$ cat src/rtl/alu_muldiv_pkg.sv
// Shared definitions for the iterative multiply/divide unit: FSM states,
// operation encodings and operand-signedness helpers.
package alu_muldiv_pkg;

   typedef enum logic [1:0] {
      ST_IDLE = 2'd0,
      ST_MUL  = 2'd1,
      ST_DIV  = 2'd2,
      ST_DONE = 2'd3
   } state_e;

   typedef enum logic [2:0] {
      OP_MUL    = 3'b000,
      OP_MULH   = 3'b001,
      OP_MULHSU = 3'b010,
      OP_MULHU  = 3'b011,
      OP_DIV    = 3'b100,
      OP_DIVU   = 3'b101,
      OP_REM    = 3'b110,
      OP_REMU   = 3'b111
   } muldiv_op_e;

   // rs1 is treated as two's complement for these operations
   function automatic logic rs1_signed(input logic [2:0] op);
      case (op)
         OP_MUL, OP_MULH, OP_MULHSU, OP_DIV, OP_REM: return 1'b1;
         default:                                   return 1'b0;
      endcase
   endfunction

   // rs2 is treated as two's complement for these operations
   function automatic logic rs2_signed(input logic [2:0] op);
      case (op)
         OP_MUL, OP_MULH, OP_DIV, OP_REM: return 1'b1;
         default:                        return 1'b0;
      endcase
   endfunction

endpackage

$ cat src/rtl/alu_muldiv_cond_neg.sv
// Conditional two's-complement negation: y = neg ? -x : x.
module alu_muldiv_cond_neg #(
   parameter int XLEN = 32
) (
   input  logic [XLEN-1:0] x,
   input  logic            neg,
   output logic [XLEN-1:0] y
);

   // negate by invert-plus-one when requested, otherwise pass through
   always_comb begin
      if (neg) begin
         y = ~x + {{(XLEN-1){1'b0}}, 1'b1};
      end else begin
         y = x;
      end
   end

endmodule

$ cat src/rtl/alu_muldiv.sv
// Iterative RV32M multiply/divide unit. One result bit per cycle on operand
// magnitudes; signs are reapplied when the result is captured on entry to DONE.
module alu_muldiv
   import alu_muldiv_pkg::*;
#(
   parameter int XLEN = 32
) (
   input  logic            clk,
   input  logic            rst,
   input  logic            in_valid,
   output logic            in_ready,
   input  logic [XLEN-1:0] operand1,
   input  logic [XLEN-1:0] operand2,
   input  logic [2:0]      aluOp,
   output logic            out_valid,
   input  logic            out_ready,
   output logic [XLEN-1:0] result,
   output logic            zero
);

   localparam int CNT_W = $clog2(XLEN + 1);
   localparam logic [CNT_W-1:0] CNT_LOAD = CNT_W'(XLEN);
   localparam logic [CNT_W-1:0] CNT_ONE  = {{(CNT_W-1){1'b0}}, 1'b1};
   localparam logic [XLEN-1:0]  ZERO_X   = {XLEN{1'b0}};
   localparam logic [XLEN-1:0]  ONES_X   = {XLEN{1'b1}};
   localparam logic [XLEN-1:0]  MOST_NEG = {1'b1, {(XLEN-1){1'b0}}};

   state_e              state_r, state_nxt_s;
   logic [2:0]          op_r;
   logic [XLEN-1:0]     a_mag_r, b_mag_r, result_r;
   logic                neg_res_r, neg_rem_r;
   logic [2*XLEN-1:0]   prod_r;      // product, or {unused, dividend/quotient} when dividing
   logic [XLEN-1:0]     rem_r;
   logic [CNT_W-1:0]    cnt_r;

   logic                accept_s, sign_a_s, sign_b_s, fast_s, last_iter_s, ge_s;
   logic [XLEN-1:0]     a_mag_s, b_mag_s, fast_val_s, rem_nxt_s, final_s;
   logic [XLEN:0]       add_s, shift_s;
   logic [2*XLEN-1:0]   prod_nxt_s, fix_in_s, fix_out_s;
   logic                fix_neg_s;

   alu_muldiv_cond_neg #(.XLEN(XLEN)) u_neg_a (.x(operand1), .neg(sign_a_s), .y(a_mag_s));
   alu_muldiv_cond_neg #(.XLEN(XLEN)) u_neg_b (.x(operand2), .neg(sign_b_s), .y(b_mag_s));
   alu_muldiv_cond_neg #(.XLEN(2*XLEN)) u_fix (.x(fix_in_s), .neg(fix_neg_s), .y(fix_out_s));

   // operand signs and the special cases that skip iteration
   always_comb begin
      sign_a_s   = operand1[XLEN-1] & rs1_signed(aluOp);
      sign_b_s   = operand2[XLEN-1] & rs2_signed(aluOp);
      fast_s     = 1'b0;
      fast_val_s = ZERO_X;
      if (aluOp[2] && (operand2 == ZERO_X)) begin
         fast_s     = 1'b1;
         fast_val_s = aluOp[1] ? operand1 : ONES_X;
      end else if (((aluOp == OP_DIV) || (aluOp == OP_REM)) &&
                   (operand1 == MOST_NEG) && (operand2 == ONES_X)) begin
         fast_s     = 1'b1;
         fast_val_s = aluOp[1] ? ZERO_X : operand1;
      end else begin
         fast_s     = 1'b0;
         fast_val_s = ZERO_X;
      end
   end

   // one shift-add or restoring-divide step, plus sign fix-up of the step's outcome
   always_comb begin
      add_s       = {1'b0, prod_r[2*XLEN-1:XLEN]} + (prod_r[0] ? {1'b0, a_mag_r} : {(XLEN+1){1'b0}});
      shift_s     = {rem_r, prod_r[XLEN-1]};
      ge_s        = (shift_s >= {1'b0, b_mag_r});
      prod_nxt_s  = prod_r;
      rem_nxt_s   = rem_r;
      if (state_r == ST_MUL) begin
         prod_nxt_s = {add_s, prod_r[XLEN-1:1]};
      end else if (state_r == ST_DIV) begin
         prod_nxt_s = {prod_r[2*XLEN-1:XLEN], prod_r[XLEN-2:0], ge_s};
         rem_nxt_s  = ge_s ? XLEN'(shift_s - {1'b0, b_mag_r}) : shift_s[XLEN-1:0];
      end else begin
         prod_nxt_s = prod_r;
         rem_nxt_s  = rem_r;
      end
      if (state_r == ST_DIV) begin
         fix_in_s  = {ZERO_X, (op_r[1] ? rem_nxt_s : prod_nxt_s[XLEN-1:0])};
         fix_neg_s = op_r[1] ? neg_rem_r : neg_res_r;
      end else begin
         fix_in_s  = prod_nxt_s;
         fix_neg_s = neg_res_r;
      end
      if ((state_r == ST_MUL) && (op_r != OP_MUL)) begin
         final_s = fix_out_s[2*XLEN-1:XLEN];
      end else begin
         final_s = fix_out_s[XLEN-1:0];
      end
      last_iter_s = (cnt_r == CNT_ONE);
      zero        = (result_r == ZERO_X);
      result      = result_r;
   end

   // next-state and handshake outputs
   always_comb begin
      in_ready    = (state_r == ST_IDLE) && !rst;
      out_valid   = (state_r == ST_DONE);
      accept_s    = in_valid && in_ready;
      state_nxt_s = state_r;
      case (state_r)
         ST_IDLE: begin
            if (accept_s) begin
               state_nxt_s = fast_s ? ST_DONE : (aluOp[2] ? ST_DIV : ST_MUL);
            end else begin
               state_nxt_s = ST_IDLE;
            end
         end
         ST_MUL, ST_DIV: begin
            if (last_iter_s) begin
               state_nxt_s = ST_DONE;
            end else begin
               state_nxt_s = state_r;
            end
         end
         ST_DONE: begin
            if (out_ready) begin
               state_nxt_s = ST_IDLE;
            end else begin
               state_nxt_s = ST_DONE;
            end
         end
         default: state_nxt_s = ST_IDLE;
      endcase
   end

   // state register
   always_ff @(posedge clk) begin
      if (rst) begin
         state_r <= ST_IDLE;
      end else begin
         state_r <= state_nxt_s;
      end
   end

   // operand capture, iteration datapath and result capture
   always_ff @(posedge clk) begin
      if (rst) begin
         op_r      <= 3'b000;
         a_mag_r   <= ZERO_X;
         b_mag_r   <= ZERO_X;
         neg_res_r <= 1'b0;
         neg_rem_r <= 1'b0;
         prod_r    <= {(2*XLEN){1'b0}};
         rem_r     <= ZERO_X;
         cnt_r     <= {CNT_W{1'b0}};
         result_r  <= ZERO_X;
      end else begin
         case (state_r)
            ST_IDLE: begin
               if (accept_s) begin
                  op_r      <= aluOp;
                  a_mag_r   <= a_mag_s;
                  b_mag_r   <= b_mag_s;
                  neg_res_r <= sign_a_s ^ sign_b_s;
                  neg_rem_r <= sign_a_s;
                  prod_r    <= {ZERO_X, (aluOp[2] ? a_mag_s : b_mag_s)};
                  rem_r     <= ZERO_X;
                  cnt_r     <= CNT_LOAD;
                  if (fast_s) begin
                     result_r <= fast_val_s;
                  end
               end
            end
            ST_MUL, ST_DIV: begin
               prod_r <= prod_nxt_s;
               rem_r  <= rem_nxt_s;
               cnt_r  <= cnt_r - CNT_ONE;
               if (last_iter_s) begin
                  result_r <= final_s;
               end
            end
            default: begin
            end
         endcase
      end
   end

endmodule

$ cat config.mk
export PLATFORM = sky130hd
export DESIGN_NAME = alu_muldiv
export DESIGN_NICKNAME = d
export VERILOG_FILES = /design/src/rtl/alu_muldiv_pkg.sv /design/src/rtl/alu_muldiv_cond_neg.sv /design/src/rtl/alu_muldiv.sv
export SDC_FILE = /design/constraint.sdc
export NUM_CORES = 1
export LEC_CHECK = 0
export CORE_AREA = 3 3 208 210
export CTS_BUF_LIST = sky130_fd_sc_hd__clkbuf_8
export CTS_CLUSTER_SIZE = 40
export DETAILED_ROUTE_END_ITERATION = 6
export DIE_AREA = 0 0 211 213
export PLACE_DENSITY_LB_ADDON = 0.25
export SLEW_MARGIN = 20
export SYNTH_ARGS = -nofsm -noshare
export SYNTH_HDL_FRONTEND = slang
export SYNTH_SLANG_ARGS = --single-unit
$ cat constraint.sdc
create_clock -name clk -period 5.7 [get_ports clk]
set_input_delay 1.71 -clock clk [delete_from_list [all_inputs] [get_ports clk]]
set_output_delay 1.71 -clock clk [all_outputs]
set_load 0.01 [all_outputs]
==> metrics.md <==
| Metric | Value |
|---|---|
| RSZ-0062 raised after global routing | `no` |
| Post-layout util | `51.2%` |
| Number of remaining DRC errors | `0` |
| Initial antenna violation count | `0` |
| Post-Route Skew | `0.0288 ns` |
| Ports | `106` |
| Layout cells sized above 1 | `9.14%` |
| Netlist cell types | `102` |
| #FFs+latches synth | `205` |
| TritonCTS clock tree | `built` |
| Leak pwr | `0.00823 µW` |
| Setup Slack @ Placement | `-0.157 ns` |
| Crit-path max FO | `18` |
| Worst Path Arrival | `6.01 ns` |
| Power consumption | `8590 µW` |
| Commonest non-fill, non-tap cell in the layout | `nor2_1` |
| Worst path cell trace | `inv_1, ha_1, a21oi_2, o21ai_2, a2111oi_4, o211ai_1, nor2_4, buf_4, o31ai_1, o221ai_1, nand3_2, nor4_1, buf_4, and3b_1, nor3_1, nor4bb_1, o221a_2` |
| CP dominant cell by count | `buf_4` |
| Async S/R FF share, synth | `0%` |
| Fmax | `183 MHz` |
| Number of DRC markers in iteration 0 | `2297` |
| Worst min path class | `reg2reg` |
| Gp weighted congestion | `1.02` |
| Tmin final | `5.45 ns` |
| DIE HEIGHT | `213 µm` |
| Most frequent cells in the layout | `nor2_1 (311), nand2_1 (260), a21oi_1 (235)` |
| Vias post-DR | `21500` |
| Syn Std Cell Area | `18600 µm²` |
| Final WL | `84600 µm` |
| Max_slew headroom | `21.1%` |
| Full die area | `44900 µm²` |
| Final Max Slew Viols | `0` |
| Drt wl/cell | `25.8 µm` |
| Post-synth EDFFs | `0` |
| Overflow left after global routing | `0` |
| Router iterations before antenna repair | `6` |
| Global-route wire length before repair | `124000 µm` |
| Maximum VDD drop | `0.211 mV` |
| Final Hold Fails | `0` |
| CTS root buf | `clkbuf_8` |
| Ys flop type | `dfxtp_1` |
| Final setup viols | `0` |
| Area grow syn2layout | `14.6%` |
| Tightest Pin Transition | `1.18 ns` |
| Port Buffers | `105` |
| Core area | `41800 µm²` |
| Critical path type | `reg2reg` |
| GRT Overall Usage | `36.3%` |
| Vias in the first global route | `19600` |
| Crit. End Element | `flip-flop` |
| Power density over cell area | `402 nW/µm²` |
| Initial Utilization | `44.6%` |
| Final ANT Viol Nets | `0` |
| CP Buf/Inv Count | `3` |
| Crit path largest cell delay | `0.59 ns` |
| Syn Area/Cell | `7.08 µm²` |
| Critical Path RT | `6.26 ns` |
| Worst-path clk slew | `0.06 ns` |
| ANT cells | `0` |
| Max clock buf depth | `3` |
| Die extent in x | `211 µm` |
| Detailed Place HPWL | `64900 µm` |
| Status | `completed` |
| Final clock period utilization by the worst path | `95.7%` |
| Max Cap Viol | `0` |
| Pin count of the biggest net entering global routing | `88` |
| Fin nets | `2858` |
| H-tree depth | `2` |
| Num CTS Buffers | `42` |
| Cell at the slowest stage of the critical path | `nor4bb_1` |
| # rows | `75` |
| Final Worst Setup Slack | `0.247 ns` |
| Synth Instances | `2633` |
| Total clock sinks | `205` |
| Synthesis Warnings | `0` |
| Via density | `6.57` |
| Clk_lat worst skew | `0.63 ns` |
| Post-synthesis sequential area ratio | `22.0%` |
| Top delay family on crit path | `compound AO/OA/AOI/OAI gates` |
| Setup crit start kind | `flip-flop` |
| Syn nets | `2780` |
==> cell families (layout without fill, tap and decap cells) <==
group | Yosys count | after routing | share of synthesized area [%]
buf+inv | 254 | 355 | 5.45
compound gates | 869 | 869 | 30.6
mux | 81 | 81 | 4.38
flops | 205 | 205 | 22.0
xor+xnor | 132 | 132 | 6.20
fa+ha+maj | 76 | 76 | 5.18
simple gates | 1016 | 1016 | 26.2
==> worst reg2reg max path, delay by kind of cell (launching register included) <==
family                   cells  cell delay (ns)
AO/OA/AOI/OAI                7             2.11
AND/OR/NAND/NOR              6             1.86
buffers and inverters        3             0.62
adder cells (fa/ha/maj)      1             0.45
flip-flops                   1             0.33
==> registers in the layout, summed over array words and instances (netlist names) <==
register,count
a_mag_r,32
b_mag_r,32
cnt_r,6
neg_rem_r,1
neg_res_r,1
op_r,3
prod_r,64
rem_r,32
result,32
state_r,2
==> layout make-up <==
cell class                      count  area [µm²]
Clock buffer                       52         716
Clock inverter                     15        92.6
Fill cell                        4173       20400
Inverter                           66         248
Multi-Input combinational cell   2174       13600
Sequential cell                   205        4100
Tap cell                          539         674
Timing Repair Buffer              222        1950
==> final timing paths <==
path	from	endpoint	slack [ns]	cells past startpoint
min reg2reg	op_r[2]	op_r[2]	0.47	2
min	op_r[2]	op_r[2]	0.47	2
max reg2reg	b_mag_r[18]	result[28]	0.25	17
max	b_mag_r[18]	result[28]	0.25	17
==> metal layers <==
metal,wire length (µm),vias to the layer above,GRT usage (%)
met5,0,-,0
met4,7090,0,26.1
met3,6880,267,4.19
met2,36900,1193,56.6
met1,33800,10200,46.6
li1,-,9878,-
==> repair_timing <==
action                     4_1_cts  5_1_grt
buffers inserted                 0        0
gates resized for setup          0        1
hold buffers                     0        0
setup endpoints to repair        0        1
==> where the power goes <==
group / switching, µW / total, µW / internal [µW]
clock: 755 / 1580 / 824
sequential: 207 / 1870 / 1660
combinational: 3460 / 5140 / 1680
total: 4420 / 8590 / 4170
==> synthesized netlist by cell type, types with 49 or more instances <==
cell | instances | area share (%)
clkbuf_1 | 139 | 2.8
xor2_1 | 63 | 3.0
nor3_1 | 79 | 2.1
mux2i_1 | 77 | 4.1
nand2_1 | 261 | 5.3
a21oi_1 | 235 | 6.3
nor2_1 | 313 | 6.3
nand3_1 | 110 | 3.0
inv_1 | 65 | 1.3
xnor2_1 | 69 | 3.2
o211ai_1 | 49 | 2.0
o21ai_0 | 190 | 5.1
ha_1 | 74 | 5.0
dfxtp_1 | 205 | 22
==> per-stage QoR <==
stage	hold WS, ns	TNS (ns)	instances	area [µm²]
finish	0.466	0	3273	21400
global route	0.486	0	3273	21400
CTS	0.464	0	3273	21400
detailed placement	0.454	-0.441	3206	20600
global placement	0.445	-0.0616	3206	20600
floorplan	0.429	0	2633	18600
No activity file was read; power rests on OpenSTA's default activity.
